--- config.mk ---
export PLATFORM = sky130hd
export DESIGN_NAME = noc_tx_arbiter
export DESIGN_NICKNAME = d
export VERILOG_FILES = /design/src/rtl/noc_pkg.sv /design/src/rtl/noc_tx_arbiter_rr_pick.sv /design/src/rtl/noc_tx_arbiter.sv
export SDC_FILE = /design/constraint.sdc
export NUM_CORES = 1
export LEC_CHECK = 0
export ABC_AREA = 1
export CORE_MARGIN = 1
export CORE_UTILIZATION = 43
export CTS_CLUSTER_DIAMETER = 30
export DETAILED_ROUTE_END_ITERATION = 12
export PLACE_DENSITY = 0.87
export SYNTH_ARGS = -nofsm -noshare
export SYNTH_HDL_FRONTEND = slang
export SYNTH_HIERARCHICAL = 1
export SYNTH_SLANG_ARGS = --single-unit
--- constraint.sdc ---
create_clock -name clk -period 3.5 [get_ports clk]
set_input_delay 0.35 -clock clk [delete_from_list [all_inputs] [get_ports clk]]
set_output_delay 0.35 -clock clk [all_outputs]
set_load 0.005 [all_outputs]
--- src/rtl/noc_pkg.sv ---
// Shared NoC definitions: command encodings, header field layout and the
// transmit arbiter state type.
package noc_pkg;

  typedef enum logic [2:0] {
    NOC_CMD_NOP        = 3'b000,
    NOC_CMD_READ       = 3'b001,
    NOC_CMD_WRITE      = 3'b010,
    NOC_CMD_READ_RESP  = 3'b011,
    NOC_CMD_WRITE_RESP = 3'b100,
    NOC_CMD_MSG        = 3'b101
  } noc_cmd_t;

  localparam logic [7:0] NOC_NOP_BYTE = 8'h00;
  localparam logic [7:0] MSG_ERR      = 8'h03;

  localparam int unsigned HDR_ALEN_LSB = 6;
  localparam int unsigned HDR_ALEN_W   = 2;
  localparam int unsigned HDR_DLEN_LSB = 3;
  localparam int unsigned HDR_DLEN_W   = 3;
  localparam int unsigned HDR_CMD_LSB  = 0;
  localparam int unsigned HDR_CMD_W    = 3;

  typedef enum logic {
    ARB_IDLE = 1'b0,
    ARB_SEND = 1'b1
  } arb_state_t;

  function automatic logic [7:0] noc_hdr(input noc_cmd_t cmd,
                                         input logic [1:0] alen,
                                         input logic [2:0] dlen);
    return {alen, dlen, cmd};
  endfunction

  function automatic noc_cmd_t noc_hdr_cmd(input logic [7:0] hdr);
    return noc_cmd_t'(hdr[HDR_CMD_LSB +: HDR_CMD_W]);
  endfunction

endpackage

--- src/rtl/noc_tx_arbiter_rr_pick.sv ---
// Combinational round-robin priority encoder: first set bit of (req & mask)
// scanning upward from ptr, wrapping modulo N.
module rr_pick #(
  parameter int unsigned N  = 4,
  parameter int unsigned IW = 2
) (
  input  logic [N-1:0]  i_req,
  input  logic [IW-1:0] i_ptr,
  input  logic [N-1:0]  i_mask,
  output logic          o_valid,
  output logic [IW-1:0] o_index
);

  always_comb begin
    int unsigned w_pos;
    logic [IW-1:0] w_j;
    o_valid = 1'b0;
    o_index = '0;
    w_pos   = 0;
    w_j     = '0;
    for (int unsigned k = 0; k < N; k++) begin
      w_pos = 32'(i_ptr) + k;
      if (w_pos >= N) w_pos = w_pos - N;
      w_j = IW'(w_pos);
      if (!o_valid && i_req[w_j] && i_mask[w_j]) begin
        o_valid = 1'b1;
        o_index = w_j;
      end
    end
  end

endmodule

--- src/rtl/noc_tx_arbiter.sv ---
// Packet-level round-robin arbiter sharing the byte-serial NoC transmit link
// between NREQ sources; holds the grant for a whole packet, NOP when idle.
module noc_tx_arbiter
  import noc_pkg::*;
#(
  parameter int unsigned NREQ = 4,
  parameter int unsigned LENW = 8
) (
  input  logic              clk,
  input  logic              rst,
  input  logic [NREQ-1:0]   req,
  input  logic [NREQ*LENW-1:0] len,
  input  logic [NREQ*8-1:0] byte_in,
  output logic [NREQ-1:0]   rd,
  output logic [NREQ-1:0]   gnt,
  output logic              noc_from_dev_ctl,
  output logic [7:0]        noc_from_dev_data,
  output logic              len_err
);

  localparam int unsigned IW = (NREQ > 1) ? $clog2(NREQ) : 1;

  arb_state_t       r_state;
  logic [NREQ-1:0]  r_gnt;
  logic [IW-1:0]    r_owner;
  logic [IW-1:0]    r_ptr;
  logic [LENW-1:0]  r_cnt;
  logic             r_first;
  logic             r_ctl;
  logic [7:0]       r_data;
  logic             r_len_err;

  logic             w_valid;
  logic [IW-1:0]    w_idx;
  logic [NREQ-1:0]  w_mask;
  logic [NREQ-1:0]  w_win_oh;
  logic [LENW-1:0]  w_win_len;
  logic [IW-1:0]    w_next_ptr;
  logic [7:0]       w_head;
  logic             w_last;

  // One picker serves both idle arbitration and the last-byte handover; the
  // owner is masked out during SEND because its pop completes this cycle.
  assign w_mask = (r_state == ARB_SEND) ? ~r_gnt : '1;

  rr_pick #(
    .N  (NREQ),
    .IW (IW)
  ) u_pick (
    .i_req   (req),
    .i_ptr   (r_ptr),
    .i_mask  (w_mask),
    .o_valid (w_valid),
    .o_index (w_idx)
  );

  assign w_win_len  = len[w_idx*LENW +: LENW];
  assign w_next_ptr = (w_idx == IW'(NREQ - 1)) ? '0 : w_idx + 1'b1;
  assign w_head     = byte_in[r_owner*8 +: 8];
  assign w_last     = (r_cnt == LENW'(1));

  always_comb begin
    w_win_oh        = '0;
    w_win_oh[w_idx] = 1'b1;
  end

  always_comb begin
    rd = (r_state == ARB_SEND) ? r_gnt : '0;
  end

  always_ff @(posedge clk) begin
    if (rst) begin
      r_state   <= ARB_IDLE;
      r_gnt     <= '0;
      r_owner   <= '0;
      r_ptr     <= '0;
      r_cnt     <= '0;
      r_first   <= 1'b0;
      r_ctl     <= 1'b1;
      r_data    <= NOC_NOP_BYTE;
      r_len_err <= 1'b0;
    end else begin
      r_len_err <= 1'b0;
      case (r_state)
        ARB_IDLE: begin
          r_ctl  <= 1'b1;
          r_data <= NOC_NOP_BYTE;
          if (w_valid) begin
            r_ptr <= w_next_ptr;
            if (w_win_len != '0) begin
              r_gnt   <= w_win_oh;
              r_owner <= w_idx;
              r_cnt   <= w_win_len;
              r_first <= 1'b1;
              r_state <= ARB_SEND;
            end else begin
              r_len_err <= 1'b1;
            end
          end
        end
        ARB_SEND: begin
          r_ctl   <= r_first;
          r_first <= 1'b0;
          r_data  <= w_head;
          r_cnt   <= r_cnt - 1'b1;
          if (w_last) begin
            if (w_valid && (w_win_len != '0)) begin
              r_ptr   <= w_next_ptr;
              r_gnt   <= w_win_oh;
              r_owner <= w_idx;
              r_cnt   <= w_win_len;
              r_first <= 1'b1;
            end else begin
              if (w_valid) begin
                r_ptr     <= w_next_ptr;
                r_len_err <= 1'b1;
              end
              r_gnt   <= '0;
              r_state <= ARB_IDLE;
            end
          end
        end
        default: begin
          r_gnt   <= '0;
          r_state <= ARB_IDLE;
        end
      endcase
    end
  end

  assign gnt               = r_gnt;
  assign noc_from_dev_ctl  = r_ctl;
  assign noc_from_dev_data = r_data;
  assign len_err           = r_len_err;

endmodule
Word-level counts from Yosys, hierarchy flattened
Index checks and enable logic that the tools add are counted.
{ "classes": {"n_bitwise": 2, "magnitude_cmp": 10, "reduce_logical": 16, "addsub": 9, "n_eq_ne": 6, "shifts": 2, "mux": 69} }
{ "ops": {"columns": ["cell", "n"], "rows": [
  ["$shiftx A32 B6 Y8", 2],
  ["$mux W2", 16],
  ["$mux W8", 4],
  ["$pmux W8 S2", 2],
  ["$mux W1", 25],
  ["$mux W4", 6],
  ["$bmux W1 S2", 8],
  ["$lt A2 B3 Y1 const B", 5],
  ["$ge A3 B3 Y1 const B", 3],
  ["$logic_and A1 B1 Y1", 9],
  ["$eq A8 B1 Y1 const B", 1],
  ["$pmux W1 S2", 4],
  ["$pmux W2 S2", 2],
  ["$pmux W4 S2", 1],
  ["$reduce_bool A8 Y1", 1],
  ["$sub A2 B1 Y2 const B", 4],
  ["$sub A8 B1 Y8 const B", 1],
  ["$add A2 B2 Y3 const B", 2],
  ["$ne A2 B1 Y1 const B", 2],
  ["$ne A2 B2 Y1 const B", 2],
  ["$not A4 Y4", 1],
  ["$reduce_and A4 Y1", 1],
  ["$add A2 B1 Y3 const B", 1],
  ["$ge A2 B3 Y1 const B", 1],
  ["other kinds (8)", 10]
]} }
{ "totals": {"inputBits": 70, "output_inout_bits": 18, "register_bits": 28} }

Depth between registers and ports, before layout
Gate-level depths: netlist of run 1.
{ "logic_depth": {"word_depth": 25, "ltp_mapped": 25} }

Modules after synthesis
Netlist of run 1, hierarchy kept.
{ "modules_own_cells": {"columns": ["mod", "n_inst", "area_per_inst_um2", "cells_each"], "rows": [
  ["noc_tx_arbiter", 1, 1854.3, 289],
  ["rr_pick", 1, 270.3, 50]
]} }

Worst setup path before layout of run 1
OpenSTA, ideal clock, no wires.
{ "synth_path": {"path_kind": "flip-flop to flip-flop", "startpoint": "register r_state", "endpoint": "register r_cnt[3]", "stages_incl_launch_ff": 24, "arrival_time_ps": 2584, "path_buffers": 4, "setup_ps": 117, "setup_slack_ps": 799, "required_ps": 3383, "path_cell_list": "dfxtp_1 buf_2 nand2_1 nand3_1 nand2_2 nand2_1 nand2_2 nor2_4 nand3_2 a21oi_2 buf_6 inv_6 buf_6 nand2_1 nand3_1 nand2_1 nand2_1 nor2_2 nand3_2 nand2_2 inv_2 buf_6 o21ai_1 a21oi_1"} }
{ "synth_via": {"elab_chain_len": 23} }
{ "synth_lines": {"columns": ["item", "line", "source"], "rows": [
  ["start: declaration", "noc_tx_arbiter.sv:23", "arb_state_t r_state;"],
  ["start signal: assignment", "noc_tx_arbiter.sv:73", "r_state <= ARB_IDLE;"],
  ["start signal: assignment", "noc_tx_arbiter.sv:95", "r_state <= ARB_SEND;"],
  ["start signal: assignment", "noc_tx_arbiter.sv:119", "r_state <= ARB_IDLE;"],
  ["$mux W4 (*)", "noc_tx_arbiter.sv:44", "assign w_mask = (r_state == ARB_SEND) ? ~r_gnt : '1;"],
  ["net w_mask[3]", "noc_tx_arbiter.sv:35", "logic [NREQ-1:0] w_mask;"],
  ["$bmux W1 S2", "noc_tx_arbiter_rr_pick.sv:25", "if (!o_valid && i_req[w_j] && i_mask[w_j]) begin"],
  ["$mux W1 (implied by the code)", "noc_tx_arbiter_rr_pick.sv:25", null],
  ["$logic_and A1 B1 Y1", "noc_tx_arbiter_rr_pick.sv:25", null],
  ["$mux W1", "noc_tx_arbiter_rr_pick.sv:25", null],
  ["$logic_not A1 Y1", "noc_tx_arbiter_rr_pick.sv:25", null],
  ["$logic_and A1 B1 Y1 (2 in series)", "noc_tx_arbiter_rr_pick.sv:25", null],
  ["[... 8 more ...]", null, null],
  ["$mux W2 (*)", "noc_tx_arbiter_rr_pick.sv:25", null],
  ["net w_idx[0]", "noc_tx_arbiter.sv:34", "logic [IW-1:0] w_idx;"],
  ["$shiftx A32 B6 Y8 (*)", "noc_tx_arbiter.sv:57", "assign w_win_len = len[w_idx*LENW +: LENW];"],
  ["$reduce_bool A8 Y1", "noc_tx_arbiter.sv:90, noc_tx_arbiter.sv:107", null],
  ["$logic_and A1 B1 Y1", "noc_tx_arbiter.sv:107", "if (w_valid && (w_win_len != '0)) begin"],
  ["$mux W8", "noc_tx_arbiter.sv:107", null],
  ["$mux W8", "noc_tx_arbiter.sv:106", "if (w_last) begin"],
  ["$pmux W8 S2", "noc_tx_arbiter.sv:84", "case (r_state)"],
  ["end signal: assignment", "noc_tx_arbiter.sv:93", "r_cnt <= w_win_len;"],
  ["end signal: assignment", "noc_tx_arbiter.sv:105", "r_cnt <= r_cnt - 1'b1;"],
  ["end signal: assignment", "noc_tx_arbiter.sv:111", "r_cnt <= w_win_len;"],
  ["end: declaration", "noc_tx_arbiter.sv:27", "logic [LENW-1:0] r_cnt;"]
]} }
The timed path passes the listed nets; every way through them passes the cells marked *. The select of a mux whose other input is x is not followed.
A chain may end at the register's enable or synchronous reset.

Worst setup path in the final report of run 1
{ "layout_path": {"startpoint": "register r_ptr[0]", "endpoint": "register r_gnt[3], in the netlist gnt[3]"} }
{ "layout_via": {"elab_chain_len": 25} }
{ "layout_lines": {"columns": ["item", "line", "source"], "rows": [
  ["start: declaration", "noc_tx_arbiter.sv:26", "logic [IW-1:0] r_ptr;"],
  ["start signal: assignment", "noc_tx_arbiter.sv:89", "r_ptr <= w_next_ptr;"],
  ["start signal: assignment", "noc_tx_arbiter.sv:108", "r_ptr <= w_next_ptr;"],
  ["start signal: assignment", "noc_tx_arbiter.sv:115", "r_ptr <= w_next_ptr;"],
  ["branches (longest 17 deep; another with $add A2 B1 Y3)", null, null],
  ["$mux W2 (*)", "noc_tx_arbiter_rr_pick.sv:25", null],
  ["net w_idx[1]", "noc_tx_arbiter.sv:34", null],
  ["branches (longest 7 deep; another with $shiftx A32 B6 Y8)", null, null],
  ["end signal: assignment", "noc_tx_arbiter.sv:91", "r_gnt <= w_win_oh;"],
  ["end signal: assignment", "noc_tx_arbiter.sv:109", "r_gnt <= w_win_oh;"],
  ["end: declaration", "noc_tx_arbiter.sv:24", "logic [NREQ-1:0] r_gnt;"]
]} }
Mark *: on every way through the listed nets, which the timed path passes. The select of a mux whose other input is x is not followed.

==> summary.txt, run 1 <==
Status
  • Status: complete, no violations

Clocking
  • Number of gates resized after cts: 0
  • Maximum clock path buffer count: 2
  • CTS tree: yes
  • H-tree depth: 1
  • Post-CTS Setup Bufs: 0
  • Clock sink count: 28
  • Cts bufs inserted: 3
  • Clock transition at path regs: approximately 0.09 ns
  • Cts hold-fix bufs: 0
  • Worst-skew pair later-pin latency: approximately 0.28 ns
  • Root Buffer Master: clkbuf_8

STA
  • Fin crit period: between 2 and 3 ns
  • Highest clock rate: about 350 MHz
  • RSZ-0062 raised after global routing: no
  • Final Skew: about 0.0026 ns
  • Final Hold Viols: 0
  • Period utilization: slightly above 80%
  • Final Max Slew Viols: 0
  • Slew HR: between 60% and 70%
  • Slew of the pin with the lowest slew margin: 0.573 ns
  • Final setup violation count: 0
  • Sum of negative setup slack: 0 ns

Die
  • Initial Util: 45.0%
  • Core area: 0.00472 mm2
  • Die area: about 0.0052 mm2
  • Chip height: about 72 um
  • # IOs: 88
  • DIE WIDTH: between 70 and 80 um
  • Row cnt: 25

Setup path
  • R2R cell count: 19
  • Buffers and inverters on the worst path: 3
  • Setup crit start: r_ptr[0]
  • R2R Path End: gnt[3]
  • Most used cell along the critical path: nand2_1
  • CP Cell Sequence: inv_6 > nand2_1 > nand2_2 > nand3_2 > nand2_4 > nor2_4 > nand3_2 > o21ai_1 > buf_4 > nand3_1 > nand2_1 > nand2_1 > nor2_2 > nand3_2 > nand2_2 > inv_2 > nand2_2 > nand2_1 > a21oi_1
  • CP peak stage delay: around 0.6 ns
  • Critical path capture point type: register
  • Worst EP arrival: 3.10 ns
  • Worst r2r src: r_ptr[0]
  • Reg-to-reg setup timing slack: between 0.6 and 0.7 ns
  • Slowest CP cell: dfxtp_1
  • CP delay by family, top: simple AND/OR/NAND/NOR gates
  • Crit-path max FO: 13
  • Type of the worst setup path: register to register
  • Worst Setup Start Kind: register
  • WP data required: about 3.7 ns

Logic synthesis
  • Yosys top cell by area: dfxtp_1
  • Post-synth cell types: 31
  • Count leader, synth: nand2_1
  • Syn nets: 415
  • Area share of the largest cell type after synthesis: 26.4%
  • Seq/Total Area, Yosys: approximately a quarter
  • Adder-cell share of the synthesized area: about 3.5%
  • Synth top cells by count: 99 x nand2_1, 44 x nor2_1, 28 x a21oi_1, 28 x dfxtp_1, 26 x nand3_1
  • Post-synthesis cell count: 339
  • Fraction of synthesized area in multiplexers: 0%
  • Number of synthesized flops with an enable pin: 0
  • #FFs+latches synth: 28
  • XOR/XNOR Fraction of Synth Area: 2.47%
  • Largest cells by area after synthesis: dfxtp_1 26%, nand2_1 17%, nor2_1 7.8%
  • Primary FF master, synth: dfxtp_1
  • Synth Area in Simple Gates: 42.6%
  • Yosys warns: 6
  • Largest family of logic cells by synthesized area: simple AND/OR/NAND/NOR gates
  • Synth Area in Compound Gates: 14.8%
  • Syn Area/Cell: about 6.3 um2
  • Cell area after synthesis: ~0.0021 mm2
  • Fraction of registers with async set or reset after synthesis: 0%

GRT
  • Tot GR Track Use: roughly 22%
  • First-pass GRT wire length: just over 9000 um
  • Initial antenna violation count: 0
  • Largest net degree at the start of global routing: 21
  • Grt total ovfl: 0
  • Vias in the first global route: 2,191

Pwr
  • P per Cell Area: approximately 830 mW/mm2
  • Switching Fraction: roughly 51%
  • Leakage power: roughly 0.0014 uW
  • Psw: roughly 1300 uW
  • Gate power share: 70.9%
  • VDD IR max: around 760 uV
  • Internal power: around 1200 uW
  • Flop pwr share: between 20% and 30%
  • Clock power frac: slightly below 8%

Route
  • Post-DR wirelength/cell: 11.6 um
  • Number of remaining DRC errors: 0
  • Routed Antenna Nets: 0
  • Routed wire length: between 5000 and 6000 um
  • 1st-iter DRT viols: between 70 and 80
  • Vias: 2,398
  • DRT Pass-1 Iters: 4
  • Drt via density: around 4.9

Finish
  • Final core utilization: between 60% and 70%
  • Post-layout instance area: between 0.003 and 0.004 mm2
  • Post-Layout Cell Count: between 400 and 500
  • Fraction of layout instances using a drive strength above 1: a little under a tenth
  • Register Area: roughly 560 um2
  • Final net count: slightly below 500
  • Filler cells: 420
  • Ant diodes: 0
  • Layout area overhead: 43.9%
  • Multi-input gate area: roughly 0.0013 mm2

Worst hold path
  • Worst Hold Endpoint: noc_from_dev_ctl
  • Hold Crit Depth: 1
  • Worst hold start: r_first
  • Min-delay worst type: register to register

Placed design
  • Cell Area, Placed: approximately 0.003 mm2
  • Detailed Place HPWL: 4520 um
  • Placed insts: ~480
  • Routability Congestion: ~0.88
  • IO Port Bufs: 87

Flow run
  • Max_cap viols: 0
[state kept, by name, summed over array words and instances (netlist names)]
name / flops
noc_from_dev_data: 8
r_cnt: 8
gnt: 4
r_owner: 2
r_ptr: 2
len_err: 1
noc_from_dev_ctl: 1
r_first: 1
r_state: 1
[how the worst max path moves through the flow]
stage | endpoint | slack (ns) | cells after the start
final | gnt[3] | 0.60 | 19
after global routing | gnt[3] | 0.24 | 19
after CTS | gnt[3] | 0.60 | 19
after detailed placement | gnt[3] | 0.45 | 19
after global placement | gnt[0] | 0.53 | 20
after floorplan | r_cnt[3] | 0.80 | 23
[per-layer routing]
| metal | track usage [%] | vias up | wire [um] |
|---|---|---|---|
| met3 | 4.17 | 6 | 450 |
| met2 | 41.6 | 90 | 2640 |
| met1 | 25.4 | 1049 | 2480 |
| met5 | 0 | - | 0 |
| li1 | - | 1253 | - |
| met4 | 5.88 | 0 | 58 |
[cell type report]
class / count / area share, %
well taps: 67 / 2.74
multi-input cells: 269 / 44.0
flip-flops and latches: 28 / 18.3
clock buffers: 4 / 1.80
repair buffers: 90 / 29.2
inverters: 29 / 3.89
[kinds of logic (layout without fill, tap and decap cells)]
logic type      after synthesis  after routing
fa+ha+maj                     6              6
xor+xnor                      6              6
flops                        28             28
compound gates               59             59
simple gates                198            198
buf+inv                      42            123
[placed cells by master (no fill, tap or decap), drive strengths merged]
cell           synthesis  routed
clkbuf                 5       4
a21oi                 30      30
o21ai                 27      27
o211a                  1       1
nand3b                 4       4
or2                    1       1
dfxtp                 28      28
nand3                 35      35
buf                    8       3
clkinv                 2       2
ha                     6       6
inv                   27      27
clkdlybuf4s50          0      87
nor2                  47      47
nor3                   2       2
nand2                109     109
xnor2                  4       4
xor2                   2       2
a21boi                 1       1
[power groups by stage]
| stage | Combinational [uW] | Clock (uW) | Sequential, uW |
|---|---|---|---|
| floorplan | 1480 | 0 | 495 |
| global placement | 1750 | 0 | 542 |
| detailed placement | 1790 | 0 | 545 |
| CTS | 1800 | 207 | 539 |
| global route | 2050 | 217 | 552 |
| finish | 1800 | 201 | 539 |
[stage by stage]
| step | setup slack, ns | hold slack [ns] | power, uW |
|---|---|---|---|
| 6_report | 0.604 | 0.463 | 2540 |
| 5_1_grt | 0.240 | 0.491 | 2820 |
| 4_1_cts | 0.597 | 0.466 | 2540 |
| 3_5_place_dp | 0.448 | 0.441 | 2340 |
| 3_3_place_gp | 0.530 | 0.426 | 2300 |
| 2_1_floorplan | 0.799 | 0.417 | 1970 |
No activity file was read; power rests on OpenSTA's default activity.
==> run 2: changes to the inputs <==
CORE_UTILIZATION = 39   (was 43)
PLACE_DENSITY = 0.84   (was 0.87)
clock period = 2.5 ns   (was 3.5 ns; I/O delays follow)
==> run 2 against run 1 <==
Compared with the run above: the run now ends with negative setup slack left; clock-buffer cell count unchanged; non-clock buffer count is 49 higher; sequential power up 44%; power up 130%; register-to-register slack got worse by 0.88 ns; die area increased by 10%; cell area rose by 27%; hold slack better by 0.0036 ns; setup slack got worse by 0.88 ns; via count up 20%; critical path depth up 2; critical path type unchanged; largest cell class unchanged.
==> summary.txt, run 2 (synthesized netlist as in run 1, its figures left out) <==
Setup path
  • Crit-path max FO: 17
  • Most used cell along the critical path: nand2_2
  • CP peak stage delay: approximately 0.44 ns
  • Slowest CP cell: dfxtp_4
  • Worst Setup Start Kind: register
  • Buffers and inverters on the worst path: 3
  • Worst EP arrival: around 3.0 ns
  • CP delay by family, top: simple AND/OR/NAND/NOR gates
  • Critical path capture point type: register
  • Type of the worst setup path: register to register
  • WP data required: about 2.7 ns
  • CP Cell Sequence: nand2_4 > nand3_2 > nand2_2 > nand2_2 > nand2_2 > nor2_4 > nand3_4 > a21oi_4 > buf_12 > inv_12 > nand2_1 > nand3_2 > nand2_2 > nand2_2 > nor2_4 > nand3_4 > nand2_4 > inv_8 > nand2_4 > nand2_1 > a21oi_1

STA
  • Final Skew: 0.00266 ns
  • Slew HR: 61.6%
  • Final Hold Viols: 0
  • Fin crit period: about 2.8 ns
  • Slew of the pin with the lowest slew margin: between 0.5 and 0.6 ns
  • Fin worst setup slack: -0.273 ns
  • Highest clock rate: ~360 MHz
  • Final setup violation count: 17
  • Period utilization: 111%
  • RSZ-0062 raised after global routing: yes
  • Final Max Slew Viols: 0
  • Sum of negative setup slack: -3.72 ns

Clocking
  • Clock sink count: 28
  • Cts bufs inserted: 3
  • Clock transition at path regs: around 0.090 ns
  • Maximum clock path buffer count: 2
  • Root Buffer Master: clkbuf_8
  • CTS tree: yes
  • Cts hold-fix bufs: 0
  • Worst-skew pair later-pin latency: between 0.2 and 0.3 ns
  • H-tree depth: 1

Placed design
  • IO Port Bufs: just under 90
  • Detailed Place HPWL: between 4000 and 5000 um
  • Cell Area, Placed: between 0.003 and 0.004 mm2
  • Placed insts: slightly above 500
  • DP Worst Slack: -0.349 ns
  • Routability Congestion: between 0.8 and 0.9

Finish
  • Most frequent cells in the layout: 87 x clkdlybuf4s50_1, 52 x nand2_1, 45 x nand2_2, 44 x buf_4, 43 x nor2_1
  • Filler cells: around 320
  • Fraction of layout instances using a drive strength above 1: a little over a third
  • Post-Layout Cell Count: 540
  • Register Area: between 500 and 600 um2
  • Multi-input gate area: ~0.0017 mm2
  • Layout area overhead: 83.3%
  • Final net count: between 500 and 600
  • Post-layout instance area: about 0.0039 mm2
  • Ant diodes: 0
  • Commonest non-fill, non-tap cell in the layout: clkdlybuf4s50_1

Route
  • Routed Antenna Nets: 0
  • 1st-iter DRT viols: approximately 210
  • Routed wire length: just over 8000 um
  • Vias: ~2,900
  • Drt via density: between 5 and 6
  • Number of remaining DRC errors: 0
  • DRT Pass-1 Iters: 4
  • Post-DR wirelength/cell: between 15 and 20 um

Pwr
  • Leakage power: approximately 0.0018 uW
  • VDD IR max: 1250 uV
  • Power Total: 5810 uW
  • Internal power: ~3000 uW
  • Flop pwr share: 13.4%
  • Psw: 2880 uW
  • Switching Fraction: about half
  • P per Cell Area: approximately 1500 mW/mm2
  • Clock power frac: 4.8%
  • Gate power share: about four fifths

GRT
  • Grt total ovfl: 0
  • First-pass GRT wire length: roughly 10,000 um
  • Largest net degree at the start of global routing: 18
  • Vias in the first global route: 2,519
  • Initial antenna violation count: 0
  • Tot GR Track Use: roughly 23%

Flow run
  • Max_cap viols: 0

Die
  • Core area: just over 0.005 mm2
  • Initial Util: 41.1%
  • Chip height: between 70 and 80 um
  • # IOs: between 80 and 90
  • Die area: ~0.0057 mm2
  • Row cnt: 26
  • DIE WIDTH: 75.8 um

Worst hold path
  • Min-delay worst type: register to register

Status
  • Status: finished with violations
  • Failing checks: negative setup slack
==> run 2: cell count changes in the layout (fill, tap and decap cells not counted), sizes merged <==
cell,change
buf,+49
nand2,+1
==> run 2: layer usage <==
metal / global-route usage [%] / wire length [um] / up-vias
met1: 26.9 / 3090 / 1318
li1: - / - / 1349
met5: 0 / 0 / -
met4: 5.97 / 198 / 0
met2: 44.2 / 4240 / 173
met3: 2.78 / 768 / 27
==> run 2: power by group through the flow <==
stage               logic [uW]  clock network (uW)  registers (uW)
finish                    4750                 280             778
CTS                       3650                 281             747
detailed placement        3120                   0             748
global route              5060                 297             792
floorplan                 2100                   0             699
global placement          3030                   0             744
==> run 2: worst paths after layout <==
kind | startpoint | endpoint | slack [ns] | depth (start not counted)
setup / recovery | r_state | gnt[2] | -0.27 | 21
hold / removal | r_first | noc_from_dev_ctl | 0.47 | 1
setup reg to reg | r_state | gnt[2] | -0.27 | 21
hold reg to reg | r_first | noc_from_dev_ctl | 0.47 | 1
==> run 2: metrics by stage <==
step / hold slack, ns / utilization, %
finish: 0.467 / 75.3
floorplan: 0.417 / -
global placement: 0.436 / 62.8
global route: 0.498 / 75.3
CTS: 0.467 / 67.7
detailed placement: 0.444 / 62.8
==> run 2: worst reg2reg max path: cells and delay by family (launching register included) <==
family | cells | cell delay, ns
buffers and inverters | 3 | 0.28
AO/OA/AOI/OAI | 2 | 0.36
AND/OR/NAND/NOR | 16 | 1.61
flip-flops | 1 | 0.44
==> run 2: timing repair <==
| item | 4_1_cts | 5_1_grt |
|---|---|---|
| resized for setup | 21 | 86 |
| pin swaps | 10 | 39 |
| buffers inserted | 10 | 11 |
| cloned | 2 | 0 |
| setup endpoints to repair | 15 | 17 |
==> run 2: final cells by class <==
class	count	area share, %
flip-flops and latches	28	14.7
multi-input cells	270	44.1
well taps	70	2.25
inverters	29	3.57
clock buffers	4	1.41
repair buffers	139	34.0
